## src/rtl/elastic_pipe_pkg.sv

```systemverilog
// Shared types and constants for the elastic pipeline register.
package elastic_pipe_pkg;

    localparam int unsigned COUNT_W = 2;

    // Occupancy of the stage; the encoding equals the entry count.
    typedef enum logic [1:0] {
        EMPTY = 2'd0,
        ONE   = 2'd1,
        FULL  = 2'd2
    } pipe_state_t;

endpackage

```

## src/rtl/elastic_reg_entry.sv

```systemverilog
// One p_nbits-wide storage entry with load enable and async reset value.
module elastic_reg_entry #(
    parameter int                 p_nbits   = 32,
    parameter logic [p_nbits-1:0] p_rst_val = '0
) (
    input  logic               clk,
    input  logic               rst,
    input  logic               en,
    input  logic [p_nbits-1:0] d,
    output logic [p_nbits-1:0] q
);

    // Hold the entry; load only when the controller asks for it.
    always_ff @(posedge clk or negedge rst) begin
        if (!rst) begin
            q <= p_rst_val;
        end else if (en) begin
            q <= d;
        end
    end

endmodule

```

## src/rtl/elastic_pipe_reg.sv

```systemverilog
// Elastic pipeline stage with val/rdy on both sides and synchronous squash.
// With p_skid=1 a second (skid) entry lets in_rdy depend only on local
// state, breaking the combinational ready chain between stages.
module elastic_pipe_reg
    import elastic_pipe_pkg::*;
#(
    parameter int                 p_nbits   = 32,
    parameter logic [p_nbits-1:0] p_rst_val = '0,
    parameter bit                 p_skid    = 1'b1
) (
    input  logic               clk,
    input  logic               rst,
    input  logic               in_val,
    output logic               in_rdy,
    input  logic [p_nbits-1:0] in_msg,
    output logic               out_val,
    input  logic               out_rdy,
    output logic [p_nbits-1:0] out_msg,
    input  logic               squash,
    output logic [COUNT_W-1:0] count
);

    pipe_state_t        state_q;
    pipe_state_t        state_d;
    logic               in_fire;
    logic               out_fire;
    logic               m_en;
    logic [p_nbits-1:0] m_d;
    logic [p_nbits-1:0] s_q;

    // Ready is gated by reset so nothing is accepted while held in reset.
    // In skid mode it never looks at out_rdy.
    assign in_rdy = rst & ~squash &
                    (p_skid ? (state_q != FULL) : ((state_q == EMPTY) | out_rdy));

    assign out_val  = (state_q != EMPTY);
    assign in_fire  = in_val & in_rdy;
    assign out_fire = out_val & out_rdy;
    assign count    = state_q;

    // Head entry refills from skid when draining FULL, else from upstream.
    assign m_d = (state_q == FULL) ? s_q : in_msg;

    // Next-state and head-load decode; squash empties the stage and
    // leaves data untouched.
    always_comb begin
        state_d = state_q;
        m_en    = 1'b0;
        unique case (state_q)
            EMPTY: begin
                if (in_fire) begin
                    state_d = ONE;
                    m_en    = 1'b1;
                end
            end
            ONE: begin
                if (in_fire && out_fire) begin
                    m_en = 1'b1;
                end else if (in_fire && p_skid) begin
                    state_d = FULL;
                end else if (out_fire) begin
                    state_d = EMPTY;
                end
            end
            FULL: begin
                if (out_fire) begin
                    state_d = ONE;
                    m_en    = 1'b1;
                end
            end
            default: state_d = EMPTY;
        endcase
        if (squash) begin
            state_d = EMPTY;
            m_en    = 1'b0;
        end
    end

    // Occupancy state register.
    always_ff @(posedge clk or negedge rst) begin
        if (!rst) begin
            state_q <= EMPTY;
        end else begin
            state_q <= state_d;
        end
    end

    elastic_reg_entry #(
        .p_nbits   (p_nbits),
        .p_rst_val (p_rst_val)
    ) u_entry_m (
        .clk (clk),
        .rst (rst),
        .en  (m_en),
        .d   (m_d),
        .q   (out_msg)
    );

    generate
        if (p_skid) begin : g_skid
            logic s_en;

            // Skid entry captures the message arriving while the head stalls.
            assign s_en = (state_q == ONE) & in_fire & ~out_fire & ~squash;

            elastic_reg_entry #(
                .p_nbits   (p_nbits),
                .p_rst_val (p_rst_val)
            ) u_entry_s (
                .clk (clk),
                .rst (rst),
                .en  (s_en),
                .d   (in_msg),
                .q   (s_q)
            );
        end else begin : g_noskid
            assign s_q = p_rst_val;
        end
    endgenerate

endmodule

```

## config.mk

```make
export PLATFORM = sky130hd
export DESIGN_NAME = elastic_pipe_reg
export DESIGN_NICKNAME = d
export VERILOG_FILES = /design/src/rtl/elastic_pipe_pkg.sv /design/src/rtl/elastic_reg_entry.sv /design/src/rtl/elastic_pipe_reg.sv
export SDC_FILE = /design/constraint.sdc
export NUM_CORES = 1
export LEC_CHECK = 0
export CAP_MARGIN = 0
export CORE_MARGIN = 4
export CORE_UTILIZATION = 55
export CTS_BUF_LIST = sky130_fd_sc_hd__clkbuf_8
export DETAILED_ROUTE_END_ITERATION = 7
export PLACE_DENSITY = 0.88
export SYNTH_ARGS = -nofsm -noshare
export SYNTH_HDL_FRONTEND = slang
export SYNTH_SLANG_ARGS = --single-unit
```

## constraint.sdc

```tcl
create_clock -name clk -period 3.1 [get_ports clk]
set_clock_uncertainty 0.05 [all_clocks]
set_input_delay 0.31 -clock clk [delete_from_list [all_inputs] [get_ports clk]]
set_output_delay 0.31 -clock clk [all_outputs]
set_load 0.02 [all_outputs]
```

Word-level counts from Yosys, hierarchy flattened
Cells that the tools add are included.
- bits in registers: 66
- bits of input ports: 37
- output and inout bits: 36
- equality and inequality tests: 7
- multiplexer cells: 13
- bitwise operators: 9
- reduce and logical (&&, ||, !) cells: 4
- operator list (operator ; count):
    2-to-1 mux 32 bit ; 1
    2-to-1 mux 2 bit ; 6
    != test 3 bit, second input constant ; 3
    AND 1 bit ; 7
    case mux 2 bit (3 select lines) ; 1
    2-to-1 mux 1 bit ; 4
    != test 4 bit, second input constant ; 1
    AND reduction 4 bit ; 1
    case mux 1 bit (3 select lines) ; 1
    == test 2 x 1 -> 1 bit, second input constant ; 1
    == test 2 bit, second input constant ; 1
    zero test 2 bit ; 1
    != test 2 bit, second input constant ; 1
    NOT 1 bit ; 2
    nonzero test 2 bit ; 1
    logical AND 1 bit ; 1

Longest topological paths before layout
Gate-level depths: netlist (run 1).
- depth after elaboration: 8
- mapped depth: 5
- depth with buffers taken out: 4

By module
A second synthesis (run 1) with hierarchy kept.
- cell total of the unflattened synthesis: 190
- area, all modules: 3362.0 sq um
- by module, submodules not included (module ; instances ; cells each ; area each (sq um) ; seq. area each (sq um)):
    elastic_reg_entry ; 2 ; 68 ; 1345.0 ; 800.8
    elastic_pipe_reg ; 1 ; 54 ; 671.9 ; 50.0

Worst setup path before layout (run 1)
No wires, ideal clock.
- path kind: flip-flop to output port
- start: register state_q[0] (netlist: count[0])
- end: output port in_rdy
- arrival: 1.562 ns
- setup slack: 1.178 ns
- cell stages (with the launch flop): 5
- path buffers: 2
- cell sequence: dfrtp_1 > and2b_1 > buf_4 > buf_2 > nor3b_1
- cells in the longest elaborated chain, start to end: 2
- ends and longest elaborated chain (what ; line ; RTL):
    start, declared ; elastic_pipe_reg.sv:23 ; pipe_state_t state_q;
    start signal, assigned ; elastic_pipe_reg.sv:84 ; state_q <= state_d;
    != test 2 bit ; elastic_pipe_reg.sv:34 ; (p_skid ? (state_q != FULL) : ((state_q == EMPTY) | out_rdy));
    AND 1 bit ; elastic_pipe_reg.sv:33 ; assign in_rdy = rst & ~squash &
    end, declared ; elastic_pipe_reg.sv:14 ; output logic in_rdy,
No other way between the ends.

Final worst setup path (run 1)
- start: input port rst
- end: output port in_rdy
- cells in the longest elaborated chain, start to end: 2
- ends and longest elaborated chain (what ; line ; RTL):
    start, declared ; elastic_pipe_reg.sv:12 ; input logic rst,
    AND 1 bit (2 in series) ; elastic_pipe_reg.sv:33 ;
No other way between the ends.

==> results of run 1 <==
-- worst max-delay path by stage --
stage / to / slack [ns] / depth (start not counted)
after floorplan: in_rdy / 1.18 / 4
after CTS: in_rdy / 0.68 / 4
after detailed placement: g_skid.u_entry_s.q[12]$_DFFE_PN0P_ / 0.78 / 5
after global placement: g_skid.u_entry_s.q[12]$_DFFE_PN0P_ / 0.85 / 5
after global routing: in_rdy / 0.58 / 4
final: in_rdy / 0.71 / 4
-- cell families after synthesis --
| family | after synthesis | synth area share |
|---|---|---|
| simple gates | 47 | 0.0738 |
| mux | 64 | 0.231 |
| compound gates | 35 | 0.0979 |
| buf+inv | 13 | 0.0381 |
| flops | 66 | 0.560 |
-- registers in the layout, summed over array words and instances, names as in the netlist --
signal and cells:
count 2, u_entry_m.q 32, g_skid.u_entry_s.q 32
-- cell type report --
| cell class | instances | area [um2] |
|---|---|---|
| flip-flops and latches | 66 | 1650 |
| fillers | 371 | 1240 |
| multi-input cells | 146 | 1190 |
| well taps | 70 | 87.6 |
| repair buffers | 79 | 771 |
| clock inverters | 2 | 8.76 |
| clock buffers | 14 | 193 |
-- power breakdown --
part	total [W]	switching (W)	internal (W)
sequential	0.00112	0.0000918	0.00103
clock	0.000696	0.000300	0.000396
combinational	0.000620	0.000293	0.000327
-- layer usage --
metal	wire length [um]	share of wire	up-vias
met3	324	0.057	10
met4	143	0.025	0
met2	2810	0.49	55
met5	0	0	-
li1	-	-	943
met1	2430	0.43	941
-- placed cells by master (no fill, tap or decap), drive strengths merged, types with 2 or more instances in the layout --
| cell | Yosys | layout |
|---|---|---|
| clkdlybuf4s50 | 0 | 71 |
| dfrtp | 66 | 66 |
| nor2 | 33 | 33 |
| mux2i | 32 | 32 |
| mux2 | 32 | 32 |
| a21oi | 32 | 32 |
| clkbuf | 0 | 14 |
| buf | 13 | 7 |
| nand2 | 5 | 5 |
| a31oi | 2 | 2 |
-- per-stage QoR --
step / setup slack (ns) / instance area, um2 / instances / total power (W)
detailed placement: 0.782 / 3690 / 360 / 0.00177
global route: 0.582 / 3900 / 377 / 0.00257
global placement: 0.854 / 3690 / 360 / 0.00174
floorplan: 1.18 / 2950 / 225 / 0.00146
CTS: 0.682 / 3900 / 377 / 0.00247
finish: 0.709 / 3900 / 377 / 0.00244
==> summary.txt, run 1 <==
Global routing
  • First-pass GRT wire length: 9850 um
  • Met1 GRT Util: 0.249
  • GR Util met2: 0.327
  • GRT Overall Usage: 0.199
  • Number of global-route vias before repair: 2,064
  • GR Layer Usage met3: 0.0421
  • Pin count of the biggest net entering global routing: 57
  • GRT Max-Usage Layer: met2
  • Total grt overflow: 0
  • Antenna violations before repair: 0

Route
  • 1st-iter DRT viols: 91
  • DR DRC count: 0
  • Pre-antenna DRT Iters: 4
  • Antenna Violating Nets Remaining: 0
  • WL/cell: 15.1 um
  • Vias: 1,949
  • WL final: 5710 um
  • Via density: 5.17

Critical path
  • Startpoint Class: input port
  • Crit-path cells: dlygate4sd3_1, buf_2, nor3b_1, clkdlybuf4s50_1
  • Buf+Inv Stages, Crit Path: 3
  • Reg2reg start: count[1]$_DFFE_PN0P_
  • Register-to-Register Path Depth: 4
  • Delay-heaviest family, CP: buffers and inverters
  • CP max stage cell: clkdlybuf4s50_1
  • RR Endpoint: g_skid.u_entry_s.q[16]$_DFFE_PN0P_
  • CP peak stage delay: 0.64 ns
  • CP startpoint: rst
  • R2R Setup Slk: 1.24 ns
  • Crit end category: output pin
  • WP data required: 2.74 ns
  • Worst Path Arrival: 2.03 ns
  • Crit path max fanout: 17
  • Setup CP Type: in -> out

CTS
  • CTS tree: yes
  • Hold_buf cts: 1
  • CTS Sinks: 66
  • Setup Buffers After CTS: 0
  • Inserted Clock Buffers: 9
  • Clock Latency Late Sink: 0.33 ns
  • CTS max path bufs: 2
  • H-tree Lvls: 3
  • Clk slew on worst S/H paths: 0.07 ns
  • CTS Root Cell: clkbuf_8
  • Post_cts resized: 0

Synth
  • Area leader, netlist: dfrtp_1
  • Syn nets: 262
  • Cell area after synthesis: 0.00295 mm2
  • Largest cells by area after synthesis: dfrtp_1, mux2_2, mux2i_1, a21oi_2, nor2_1
  • FF+latch count, synth: 66
  • Distinct cells, synth: 23
  • Count leader, synth: dfrtp_1
  • Ys flop type: dfrtp_1
  • Register area share after synthesis: 0.560
  • Post-synth EDFFs: 0
  • Synthesized area per cell: 13.1 um2
  • Post-synth ARST share: 1.00
  • Yosys Warn Count: 0
  • Top cells by count, synth: dfrtp_1, nor2_1, mux2_2, mux2i_1, a21oi_2
  • Synth top area share: 0.560
  • Syn Inst Count: 225

Die
  • Die Area: 0.00660 mm2
  • Die width: 81.3 um
  • Effective utilization at floorplan: 0.574
  • Top Ports: 73
  • Die height: 81.3 um
  • Site Rows: 26
  • Core region area: 0.00514 mm2

Final layout
  • Share of cells above drive strength 1: 0.274
  • Nets@finish: 339
  • Antenna diodes: 0
  • Fin util: 0.759
  • Area Growth Syn to Fin: 32.1%

STA
  • Crit share post-route: 0.771
  • Final hold vios: 0
  • Hold Slack: 0.370 ns
  • Actual slew at the worst max-slew pin: 0.664 ns
  • Minimum clock period: 2.39 ns
  • Slew Limit Headroom: 0.558
  • Final Setup Violations: 0
  • Pins Over Slew Limit: 0
  • Fmax: 418 MHz
  • Setup tns final: 0 ns
  • RSZ-0062 raised after global routing: false

Placed design
  • Detailed Place HPWL: 3970 um
  • Port bufs: 72
  • Gpl congestion: 0.796

Power and ir drop
  • P_leak: 1.61 nW
  • VDD IR max: 478 uV
  • PD cells: 625 mW/mm2

Status
  • Outcome: finished clean

Min path
  • Worst hold path class: in -> async

Run
  • Maxcap violations: 0
(Power assumes the default switching activity.)
==> run 2, diff against run 1 <==
Settings changed: CORE_UTILIZATION 55 to 51, PLACE_DENSITY 0.88 to 0.82.
Clock period 3.1 ns to 2.2 ns, I/O delays scaled along.
==> summary.txt, run 2 (synthesis gave the netlist of run 1 again) <==
STA
  • Slew Limit Headroom: 0.630 (was 0.558)
  • Final hold vios: 0 (unchanged)
  • Crit share post-route: 0.939
  • Actual slew at the worst max-slew pin: 0.556 ns (was 0.664 ns)
  • Minimum clock period: 2.07 ns
  • Fmax: 484 MHz
  • Pins Over Slew Limit: 0 (unchanged)
  • Setup tns final: 0 ns (unchanged)
  • RSZ-0062 raised after global routing: false (unchanged)
  • Final Setup Violations: 0 (unchanged)

Power and ir drop
  • Sw frac: 0.287 (was 0.281)
  • P_leak: 1.61 nW (about the same)
  • Int Pwr: 0.00237 W (was 0.00175 W)
  • PD cells: 854 mW/mm2 (was 625 mW/mm2)
  • Comb pwr share: 0.261 (was 0.254)
  • Reg power frac: 0.476 (was 0.461)
  • VDD IR max: 489 uV (was 478 uV)
  • Clock power share: 0.263 (was 0.285)
  • Switching pwr: 0.000953 W (was 0.000685 W)

Route
  • WL final: 5620 um (was 5710 um)
  • Via density: 5.16 (was 5.17)
  • Antenna Violating Nets Remaining: 0 (unchanged)
  • 1st-iter DRT viols: 77 (was 91)
  • DR DRC count: 0 (unchanged)
  • Vias: 1,956 (was 1,949)
  • WL/cell: 14.8 um (was 15.1 um)
  • Pre-antenna DRT Iters: 4 (unchanged)

Critical path
  • Delay-heaviest family, CP: buffers and inverters (unchanged)
  • WP data required: 1.93 ns (was 2.74 ns)
  • R2R Setup Slk: 0.46 ns (was 1.24 ns)
  • Reg2reg start: count[0]$_DFFE_PN0P_ (was count[1]$_DFFE_PN0P_)
  • Crit end category: output pin (unchanged)
  • Setup CP Type: reg -> out (was in -> out)
  • Startpoint Class: flip-flop (was input port)
  • CP max stage cell: clkdlybuf4s50_1 (unchanged)
  • Crit path max fanout: 8 (was 17)
  • Buf+Inv Stages, Crit Path: 1 (was 3)
  • CP startpoint: count[1]$_DFFE_PN0P_ (was rst)
  • Crit-path cells: and2b_2, nor3b_1, clkdlybuf4s50_1 (was dlygate4sd3_1, buf_2, nor3b_1, clkdlybuf4s50_1)
  • Register-to-Register Path Depth: 4 (unchanged)
  • RR Endpoint: u_entry_m.q[11]$_DFFE_PN0P_ (was g_skid.u_entry_s.q[16]$_DFFE_PN0P_)
  • Worst Path Arrival: 1.80 ns (was 2.03 ns)
  • CP peak stage delay: 0.63 ns (was 0.64 ns)

CTS
  • Clk slew on worst S/H paths: 0.07 ns (about the same)
  • Inserted Clock Buffers: 9 (unchanged)
  • Clock Latency Late Sink: 0.32 ns (was 0.33 ns)
  • CTS Sinks: 66 (unchanged)
  • CTS tree: yes (unchanged)
  • CTS Root Cell: clkbuf_8 (unchanged)
  • CTS max path bufs: 2 (unchanged)
  • H-tree Lvls: 3 (unchanged)

Placed design
  • Port bufs: 72 (unchanged)
  • Gpl congestion: 0.799 (was 0.796)
  • Detailed Place HPWL: 3850 um (was 3970 um)

Final layout
  • FF+latch area: 0.00165 mm2 (unchanged)
  • Commonest non-fill, non-tap cell in the layout: clkdlybuf4s50_1 (unchanged)
  • Area Growth Syn to Fin: 31.8% (was 32.1%)
  • Footprint of the multi-input gates: 0.00119 mm2 (unchanged)
  • Commonest non-fill, non-tap cells in the layout: clkdlybuf4s50_1, dfrtp_1, nor2_1 (unchanged)
  • Antenna diodes: 0 (unchanged)
  • Fin util: 0.698 (was 0.759)
  • Fill cells: 437 (was 371)
  • Nets@finish: 340 (was 339)
  • Share of cells above drive strength 1: 0.274 (unchanged)

Die
  • Die Area: 0.00707 mm2 (was 0.00660 mm2)
  • Die width: 84.1 um (was 81.3 um)
  • Site Rows: 27 (was 26)
  • Core region area: 0.00557 mm2 (was 0.00514 mm2)
  • Die height: 84.1 um (was 81.3 um)
  • Top Ports: 73 (unchanged)
  • Effective utilization at floorplan: 0.530 (was 0.574)

Global routing
  • Antenna violations before repair: 0 (unchanged)
  • GR Layer Usage met3: 0.0464 (was 0.0421)
  • GR Util met2: 0.275 (was 0.327)
  • GRT Overall Usage: 0.170 (was 0.199)
  • GRT Max-Usage Layer: met2 (unchanged)
  • Number of global-route vias before repair: 2,030 (was 2,064)
  • Total grt overflow: 0 (unchanged)
  • First-pass GRT wire length: 9430 um (was 9850 um)
  • Met1 GRT Util: 0.209 (was 0.249)
  • Pin count of the biggest net entering global routing: 39 (was 57)

Status
  • Outcome: finished clean (unchanged)

Run
  • Maxcap violations: 0 (unchanged)

Min path
  • Worst hold path class: in -> async (unchanged)
-- run 2: changes by cell type in the layout (fill, tap and decap cells not counted) --
cell / change
clkinv_2: +2
clkbuf_8: -3
buf_12: +1
-- run 2: what timing repair did --
action | in CTS | in global routing
buffers inserted | 0 | 0
hold endpoints to repair | 28 | 0
hold buffers | 1 | 0
gates resized for setup | 0 | 0
setup endpoints to repair | 0 | 0
-- run 2: how the worst max path moves through the flow --
stage	endpoint	slack (ns)	depth (start not counted)
after global routing	in_rdy	0.05	3
final	in_rdy	0.13	3
after detailed placement	g_skid.u_entry_s.q[21]$_DFFE_PN0P_	0.26	5
after CTS	in_rdy	0.10	3
after global placement	g_skid.u_entry_s.q[15]$_DFFE_PN0P_	0.30	5
after floorplan	in_rdy	0.37	4
-- run 2: layout make-up --
| type | count | share of cell area |
|---|---|---|
| Tap cell | 72 | 0.0232 |
| Clock inverter | 4 | 0.00482 |
| Clock buffer | 11 | 0.0389 |
| Multi-Input combinational cell | 146 | 0.305 |
| Timing Repair Buffer | 80 | 0.203 |
| Sequential cell | 66 | 0.424 |
-- run 2: routing by layer --
metal,vias to the layer above,share of wire
met5,-,0
met4,0,0.017
met3,6,0.046
met2,54,0.51
met1,953,0.43
li1,943,-
-- run 2: power groups by stage --
stage / registers [W] / logic (W) / clock network, W
finish: 0.00158 / 0.000869 / 0.000874
global route: 0.00161 / 0.000937 / 0.000968
CTS: 0.00158 / 0.000882 / 0.000901
detailed placement: 0.00161 / 0.000878 / 0
global placement: 0.00159 / 0.000863 / 0
floorplan: 0.00174 / 0.000321 / 0
-- run 2: per-stage QoR --
stage               power, W  cells  hold slack, ns  worst slack [ns]  area, um2
finish               0.00332    379           0.206             0.134       3890
detailed placement   0.00248    363         0.00665             0.263       3710
global placement     0.00246    363         0.00737             0.303       3710
global route         0.00352    379           0.199            0.0549       3890
floorplan            0.00206    225          -0.126             0.368       2950
CTS                  0.00337    379           0.190             0.104       3890
-- run 2: worst reg2reg max path, cell delays in order, from the launching register on --
cell,delay (ns)
dfrtp_1,0.43
and2b_2,0.25
buf_4,0.47
mux2i_1,0.33
a21oi_2,0.08
